<file path="src/rtl/id_ex_stage.sv">
// id_ex_stage: ID/EX pipeline register with load-use hazard detection, branch flush and saturating event counters
module id_ex_stage #(
    parameter int DATA_W = 32,
    parameter int PC_W   = 9,
    parameter int CNT_W  = 16
) (
    input  logic              clk,
    input  logic              reset,
    input  logic              id_valid,
    input  logic              id_alusrc,
    input  logic              id_memtoreg,
    input  logic              id_regwrite,
    input  logic              id_memread,
    input  logic              id_memwrite,
    input  logic              id_branch,
    input  logic [1:0]        id_aluop,
    input  logic [PC_W-1:0]   id_pc,
    input  logic [4:0]        id_rs1,
    input  logic [4:0]        id_rs2,
    input  logic [4:0]        id_rd,
    input  logic [DATA_W-1:0] id_rd1,
    input  logic [DATA_W-1:0] id_rd2,
    input  logic [DATA_W-1:0] id_imm,
    input  logic [2:0]        id_funct3,
    input  logic [6:0]        id_funct7,
    input  logic              ex_br_taken,
    output logic              ex_valid,
    output logic              ex_alusrc,
    output logic              ex_memtoreg,
    output logic              ex_regwrite,
    output logic              ex_memread,
    output logic              ex_memwrite,
    output logic              ex_branch,
    output logic [1:0]        ex_aluop,
    output logic [PC_W-1:0]   ex_pc,
    output logic [4:0]        ex_rs1,
    output logic [4:0]        ex_rs2,
    output logic [4:0]        ex_rd,
    output logic [DATA_W-1:0] ex_rd1,
    output logic [DATA_W-1:0] ex_rd2,
    output logic [DATA_W-1:0] ex_imm,
    output logic [2:0]        ex_funct3,
    output logic [6:0]        ex_funct7,
    output logic              stall,
    output logic              flush_ifid,
    output logic [CNT_W-1:0]  stall_cnt,
    output logic [CNT_W-1:0]  flush_cnt
);
    typedef struct packed {
        logic       valid;
        logic       alusrc;
        logic       memtoreg;
        logic       regwrite;
        logic       memread;
        logic       memwrite;
        logic       branch;
        logic [1:0] aluop;
        logic [4:0] rd;
    } ctrl_t;

    typedef struct packed {
        logic [PC_W-1:0]   pc;
        logic [4:0]        rs1;
        logic [4:0]        rs2;
        logic [DATA_W-1:0] rd1;
        logic [DATA_W-1:0] rd2;
        logic [DATA_W-1:0] imm;
        logic [2:0]        funct3;
        logic [6:0]        funct7;
    } data_t;

    ctrl_t            ctrl_d, ctrl_q;
    data_t            data_d, data_q;
    logic [CNT_W-1:0] stall_cnt_d, stall_cnt_q, flush_cnt_d, flush_cnt_q;
    logic             uses_rs1, uses_rs2, hazard;

    assign uses_rs1   = id_aluop != 2'b11;
    assign uses_rs2   = !id_alusrc || id_memwrite;
    assign hazard     = ctrl_q.valid && ctrl_q.memread && ctrl_q.rd != 5'd0 && id_valid &&
                        ((uses_rs1 && ctrl_q.rd == id_rs1) || (uses_rs2 && ctrl_q.rd == id_rs2));
    assign flush_ifid = ctrl_q.valid && ctrl_q.branch && ex_br_taken;
    assign stall      = hazard && !flush_ifid;

    assign {ex_valid, ex_alusrc, ex_memtoreg, ex_regwrite, ex_memread, ex_memwrite, ex_branch, ex_aluop, ex_rd} = ctrl_q;
    assign {ex_pc, ex_rs1, ex_rs2, ex_rd1, ex_rd2, ex_imm, ex_funct3, ex_funct7} = data_q;
    assign stall_cnt = stall_cnt_q;
    assign flush_cnt = flush_cnt_q;

    // Next state: a bubble (all control zero) on flush, hazard or an empty ID slot; data always follows ID
    always_comb begin
        ctrl_d      = (flush_ifid || hazard || !id_valid) ? '0 :
                      {1'b1, id_alusrc, id_memtoreg, id_regwrite, id_memread, id_memwrite, id_branch, id_aluop, id_rd};
        data_d      = {id_pc, id_rs1, id_rs2, id_rd1, id_rd2, id_imm, id_funct3, id_funct7};
        stall_cnt_d = stall_cnt_q + CNT_W'(stall && stall_cnt_q != '1);
        flush_cnt_d = flush_cnt_q + CNT_W'(flush_ifid && flush_cnt_q != '1);
    end

    // Pipeline and counter registers, cleared asynchronously
    always_ff @(posedge clk or posedge reset) begin
        if (reset) begin
            ctrl_q      <= '0;
            data_q      <= '0;
            stall_cnt_q <= '0;
            flush_cnt_q <= '0;
        end else begin
            ctrl_q      <= ctrl_d;
            data_q      <= data_d;
            stall_cnt_q <= stall_cnt_d;
            flush_cnt_q <= flush_cnt_d;
        end
    end
endmodule

</file>
<file path="config.mk">
export PLATFORM = sky130hd
export DESIGN_NAME = id_ex_stage
export DESIGN_NICKNAME = d
export VERILOG_FILES = /design/src/rtl/id_ex_stage.sv
export SDC_FILE = /design/constraint.sdc
export NUM_CORES = 1
export LEC_CHECK = 0
export ABC_AREA = 1
export BUFFER_PORTS_ARGS = -buffer_cell sky130_fd_sc_hd__buf_2
export CAP_MARGIN = 20
export CORE_AREA = 2 2 121 123
export CTS_CLUSTER_DIAMETER = 120
export DETAILED_ROUTE_END_ITERATION = 8
export DIE_AREA = 0 0 123 125
export PLACE_DENSITY_LB_ADDON = 0.12
export SKIP_LAST_GASP = 1
export SYNTH_ARGS = -nofsm -noshare
export SYNTH_HDL_FRONTEND = slang
export SYNTH_SLANG_ARGS = --single-unit
</file>
<file path="constraint.sdc">
create_clock -name clk -period 8.9 [get_ports clk]
set_input_delay 2.225 -clock clk [delete_from_list [all_inputs] [get_ports clk]]
set_output_delay 2.225 -clock clk [all_outputs]
set_load 0.05 [all_outputs]
</file>
Yosys cells after proc, flatten, opt, wreduce, memory -nomap -nowiden
Cells that the tools add are included.
Storage, ports and cells
  bits in registers: 171
  input port bits: 142
  output and inout bits: 173
  word-level logic and storage cells: 46
Operators by class
  add/sub/neg operators: 2
  equality and inequality tests: 5
  muxes and demuxes: 1
  reduce and logical (&&, ||, !) cells: 19
Operator list (count)
  16-bit by 1-bit adder with 16-bit output: 2
  16-bit inequality test (second input constant): 2
  14-bit two-way mux: 1
  1-bit logical AND: 11
  5-bit equality test: 2
  5-bit nonzero test: 1
  1-bit logical OR: 4
  1-bit zero test: 3
  2-bit inequality test (second input constant): 1

Logic depth before layout (Yosys ltp)
Gate-level depths: netlist (run 1).
  depth after elaboration: 8
  gate-level depth with buffers: 17
  depth with buffers taken out: 17

Least setup slack after synthesis (run 1)
OpenSTA, ideal clock, no wires.
  kind: input to output
  start point: input port id_rs2[0]
  end point: output port stall
  arrival time: 2.968 ns
  required time: 6.675 ns
  path slack: 3.707 ns
  stages: 8
  buffers on the path: 0
  cells stage by stage: inv_1 nand2_1 nand2_1 nor2_1 nand3_1 nand2_1 nand3_1 inv_1
Between the ends
  longest elaborated chain between the ends: 5
RTL lines
  from (decl): line 19  | input logic [4:0] id_rs2,
  5-bit equality test: line 80  | ((uses_rs1 && ctrl_q.rd == id_rs1) || (uses_rs2 && ctrl_q.rd == id_rs2));
  1-bit logical AND: line 80
  1-bit logical OR: line 80
  1-bit logical AND: line 79  | assign hazard = ctrl_q.valid && ctrl_q.memread && ctrl_q.rd != 5'd0 && id_valid &&
  1-bit logical AND: line 82  | assign stall = hazard && !flush_ifid;
  to (decl): line 44  | output logic stall,
No other way between the ends.

Worst setup path after layout (run 1)
  start point: input port id_rs2[4]
  end point: output port stall
Same word-level chain as after synthesis.

==> results of run 1 <==
[power by group through the flow]
stage               clock, mW  combinational (mW)  sequential [mW]
floorplan                   0              0.0336             1.01
global placement            0               0.278            0.853
detailed placement          0               0.281            0.855
CTS                     0.830               0.281            0.841
global route            0.864               0.294            0.845
finish                  0.811               0.277            0.841
[kinds of logic after synthesis]
group / after synthesis / share of synthesized area (%)
fa+ha+maj: 4 / 0.9412
simple gates: 130 / 10.78
flops: 171 / 80.47
xor+xnor: 27 / 4.447
compound gates: 1 / 0.1177
buf+inv: 45 / 3.247
[path summary, 6_finish.rpt]
kind / startpoint / to / slack [ns]
setup / recovery: id_rs2[4] / stall / 3.46
hold / removal: flush_cnt[13] / flush_cnt[13] / 0.49
setup reg to reg: ex_rd[0] / stall_cnt[12] / 6.61
hold reg to reg: flush_cnt[13] / flush_cnt[13] / 0.49
max in group asynchronous: reset / ex_rs1[1] / 5.48
min in group asynchronous: reset / ex_rd2[29] / 1.96
[layer usage]
layer  global-route usage [%]  up-vias  routed length (um)
met5                        0        -                   0
met4                    9.024        0                 405
li1                         -     1822                   -
met1                    20.75     1865                5214
met2                    33.25      159                7547
met3                    7.254       35                1204
[area by class of cell]
class / count / share of cell area (%)
sequential: 171 / 55.01
clock inverter: 13 / 2.718
multi-input combinational: 162 / 11.13
tap: 184 / 2.960
clock buffer: 19 / 5.694
inverter: 44 / 2.188
timing repair buffer: 315 / 20.30
[registers in the layout, indices dropped and copies added, names as in the netlist, 2 cells and up]
name / cells
ex_funct3: 3
ex_rd2: 32
ex_pc: 9
ex_rs1: 5
ex_funct7: 7
ex_aluop: 2
ex_rs2: 5
ex_imm: 32
flush_cnt: 16
ex_rd: 5
stall_cnt: 16
ex_rd1: 32
[worst reg2reg max path, stage by stage, from the launching register on]
cell	delay (ns)
dfrtp_1	0.45
inv_1	0.09
nand2_1	0.07
nand2_1	0.05
nor2_1	0.10
nand3_1	0.08
nand2_1	0.09
nand3_1	0.13
nor2_1	0.12
ha_1	0.19
ha_1	0.28
nand2_2	0.10
or2_4	0.25
nor2_2	0.09
xor2_1	0.14
[per-stage QoR]
| stage | setup WS [ns] | util (%) | area [um2] | power, mW | std cells |
|---|---|---|---|---|---|
| global route | 3.334 | 54.77 | 7779 | 2.004 | 908 |
| floorplan | 2.043 | - | 5318 | 1.042 | 378 |
| global placement | 3.509 | 50.16 | 7124 | 1.131 | 876 |
| CTS | 3.448 | 54.77 | 7779 | 1.953 | 908 |
| detailed placement | 3.467 | 50.16 | 7124 | 1.136 | 876 |
| finish | 3.465 | 54.77 | 7779 | 1.929 | 908 |
[placed cells by master, fill, tap and decap left out, types with 5 or more instances in the layout]
cell       synthesis  layout
buf_2              0     314
dfrtp_1          171     171
nand2_1           59      59
inv_1             44      43
nor2_1            38      38
clkbuf_16          0      17
xor2_1            15      15
xnor2_1           12      12
nand3_1           11      11
nand4_1            8       8
inv_6              0       6
nor3_1             5       5
bufinv_16          0       5
==> metrics.txt, run 1 <==
FF+latch count, synth 171; Starting Density 37.44%; cts repair resizes 0; crit-path most repeated cell nand2_1; CP delay by family, top simple AND/OR/NAND/NOR gates; initial antenna violation count 0; worst slew pin tran 0.8998 ns; peak supply drop 0.1375 mV; Synth top cells by count 171 x dfrtp_1, 59 x nand2_1, 44 x inv_1; GRT Residual Overflow 0; mapped cell area 5318 um2; CTS root buffer clkbuf_16; maximum level of the CTS H-tree 4; Synth cell types 18; dominant synthesized flop cell dfrtp_1; Clock Power Share 42.0%; Hold WS 0.4944 ns; fillers 1295; CORE AREA 14200 um2; switch share 27.97%; Global Route Usage Sum 19.30%; layout overhead on the synthesized area 46.28%; post-synth net total 524; Post-CTS Setup Repair Bufs 0; global-route wire length before repair 21.71 mm; combinational share of power 14.4%; CTS Buffer Depth 2; HPWL after DPL 11.18 mm; Critical Path End Type output pin; Rel. slew slack 40.02%; clock sinks 171; DRC Markers 0; Max Slew Vio Count 0; # port buffers 314; worst-path fanout max 3; Mapped Cells 378; setup TNS 0 ns; Post-synth EDFFs 0; Worst path max stage delay 0.26 ns; area leader, netlist dfrtp_1; Hold Path Stages 1; Die Width 123 um; TritonCTS clock tree done; Via density 4.274; max frequency 184.0 MHz; die area 15380 um2; max_cap viols 0; P_int 1.390 mW; storage element area 4279 um2; Finish-stage setup viols 0; hold crit path type reg -> reg; Reg clk slew, reported paths 0.06 ns; most common cell in the netlist dfrtp_1; critical path class in -> out; required time of the critical path 6.68 ns; P_leak 4.313 nW; CP Data Arrival Time 3.21 ns; Final Cycle Share 61.07%; CP bufs+invs 4; PD cells 248.0 nW/um2; Die H 125 um; Post-CTS Hold Buffers 0; synthesis warning total 0; layout cells sized above 1 49.03%; outcome completed; Final #Nets 857; switching power 0.5396 mW; CP Launch Type input port; footprint of the multi-input gates 865.8 um2; Final Hold Viols 0; WL/cell 15.83 um; Synth async-reset ratio 100.0%; drt pass-1 iters 4; 1st-iter DRT viols 137; sequential share of the synthesized area 80.47%; Seq pwr share 43.6%; Worst path depth 10; Antenna Cells 0; remaining antenna violation count after routing 0; Reg2Reg Depth 14; RSZ-0062 raised after global routing false; synth top area cells dfrtp_1 80%, nand2_1 4.2%, inv_1 3.1%; Num CTS Buffers 17; Worst path slowest cell buf_2; syn avg cell area 14.07 um2; Vias 3881; critical-path cell list buf_2 > inv_1 > nand2_1 > nand2_1 > nor2_1 > nand3_1 > nand2_1 > nand3_1 > inv_1 > buf_2; global placer's final weighted congestion 0.7997; # rows 44; largest net degree at the start of global routing 103; Tmin final 5.435 ns; worst skew pair latency 0.42 ns; Synth top area share 80.47%; clk_skew 0.004668 ns; routed wire length 14.37 mm; vias in the first global route 4072; I/O pin cnt 315
Note: power is estimated with default switching activity, not from simulation.
==> run 2: changes to the inputs <==
- ABC_AREA: 1 -> 0
- clock period: 8.9 -> 5.6 ns (I/O delays scaled with it)
==> metrics.txt, run 2 <==
PD cells 391.5 nW/um2; Vias 3563; critical path class in -> out; outcome completed; Global Route Usage Sum 18.90%; most frequent cells in the layout 314 x buf_2, 171 x dfrtp_1, 33 x xnor2_1; clk_skew 0.009596 ns; CORE AREA 14200 um2; Reg2Reg Depth 10; max frequency 246.7 MHz; I/O pin cnt 315; CP delay by family, top compound AO/OA/AOI/OAI gates; global placer's final weighted congestion 0.7762; Final Cycle Share 72.38%; 1st-iter DRT viols 102; Num CTS Buffers 17; WL/cell 17.31 um; r2r endpoint stall_cnt[14]; Synth top cells by count 171 x dfrtp_1, 33 x xnor2_1, 18 x and2_1; Max Slew Vio Count 0; footprint of the multi-input gates 825.8 um2; RSZ-0062 raised after global routing false; worst skew pair latency 0.42 ns; initial antenna violation count 1; commonest non-fill, non-tap cell in the layout buf_2; Synth top area share 83.13%; Tmin final 4.053 ns; Rel. slew slack 40.39%; fin area 7576 um2; fillers 1249; Via density 4.308; synth top area cells dfrtp_1 83%, xnor2_1 5.6%, and2_1 2.2%; Post-synth EDFFs 0; FF+latch count, synth 171; vias in the first global route 3637; DP Area 6964 um2; CTS root buffer clkbuf_16; P_leak 4.000 nW; sequential share of the synthesized area 83.13%; CP Launch Type input port; GRT Residual Overflow 0; required time of the critical path 4.20 ns; post-synth net total 444; # rows 44; most common cell in the netlist dfrtp_1; CP bufs+invs 2; HPWL after DPL 11.10 mm; Mapped Cells 298; Hold Path End stall_cnt[5]; flop-to-flop setup slack 3.00 ns; Die Width 123 um; largest net degree at the start of global routing 84; max_cap viols 0; crit-path most repeated cell buf_2; Post-CTS Setup Repair Bufs 0; peak supply drop 0.2088 mV; hold crit path type reg -> reg; Final Hold Viols 0; total power 2.966 mW; synthesis warning total 0; critical-path cell list buf_2 > xnor2_1 > o21ai_0 > o22ai_1 > nand3_1 > nor2_1 > buf_2; maximum level of the CTS H-tree 4; hold_sp stall_cnt[5]; worst slew pin tran 0.8923 ns; layout overhead on the synthesized area 47.18%; Worst path slowest cell o22ai_1; Critical Path End Type output pin; clock sinks 171; DRC Markers 0; syn avg cell area 17.27 um2; Final Non-Filler Cells 827; Reg clk slew, reported paths 0.06 ns; cts repair resizes 0; routed wire length 14.32 mm; layout cells sized above 1 54.45%; global-route wire length before repair 20.91 mm; drt pass-1 iters 4; Hold WS 0.4926 ns; Die H 125 um; Synth cell types 24; dominant synthesized flop cell dfrtp_1; mapped cell area 5147 um2; remaining antenna violation count after routing 0; RR Startpoint ex_rd[1]; Post-CTS Hold Buffers 0; TritonCTS clock tree done; Starting Density 36.24%; CTS Buffer Depth 2; worst-path fanout max 2; storage element area 4279 um2; # port buffers 314; Synth async-reset ratio 100.0%; area leader, netlist dfrtp_1; number of placed instances, taps included 794; Hold Path Stages 1; setup TNS 0 ns; Worst path max stage delay 0.31 ns; Finish-stage setup viols 0; Final #Nets 775; CP Data Arrival Time 2.65 ns; die area 15380 um2
-- run 2: cell families (layout without fill, tap and decap cells) --
kind of cell | count (synthesis) | count (layout) | share of synthesized area (%)
AOI/OAI and AO/OA | 4 | 4 | 0.5105
xor gates and xnor gates | 38 | 38 | 6.466
adders and majority gates | 4 | 4 | 0.9723
buffers and inverters | 10 | 353 | 0.8264
DFF | 171 | 171 | 83.13
other | 0 | 2 | 0
and+or+nand+nor | 71 | 71 | 8.095
-- run 2: report_power, final --
part | switching (mW) | total (mW) | internal (mW) | leakage, nW
sequential | 0.0332 | 1.33 | 1.30 | 2.07
combinational | 0.324 | 0.420 | 0.0963 | 1.64
clock | 0.466 | 1.21 | 0.746 | 0.288
-- run 2: layer usage --
metal  GRT usage [%]  routed length [um]  up-vias
li1                -                   -     1626
met1           20.48                5157     1716
met2           31.78                7318      198
met3           8.394                1500       23
met4           8.155                 342        0
met5               0                   0        -
-- run 2: stage by stage --
stage | util [%] | worst slack (ns)
floorplan | - | 1.644
global placement | 49.03 | 1.391
detailed placement | 49.03 | 1.400
CTS | 53.30 | 1.398
global route | 53.30 | 1.288
finish | 53.34 | 1.547
-- run 2: worst max-delay path by stage --
stage / start / depth (start not counted) / endpoint / slack, ns
2_1_floorplan: id_rs2[2] / 5 / stall / 1.64
3_3_place_gp: id_rs2[1] / 7 / stall / 1.39
6_report: id_rs2[1] / 7 / stall / 1.55
3_5_place_dp: id_rs2[1] / 7 / stall / 1.40
4_1_cts: id_rs2[1] / 7 / stall / 1.40
5_1_grt: id_rs2[3] / 7 / stall / 1.29
-- run 2: layout make-up --
class,count,share of cell area [%]
Antenna cell,2,0.06606
Clock buffer,21,5.813
Clock inverter,10,2.197
Inverter,5,0.2973
Multi-Input combinational cell,117,10.90
Sequential cell,171,56.48
Tap cell,184,3.039
Timing Repair Buffer,317,21.21
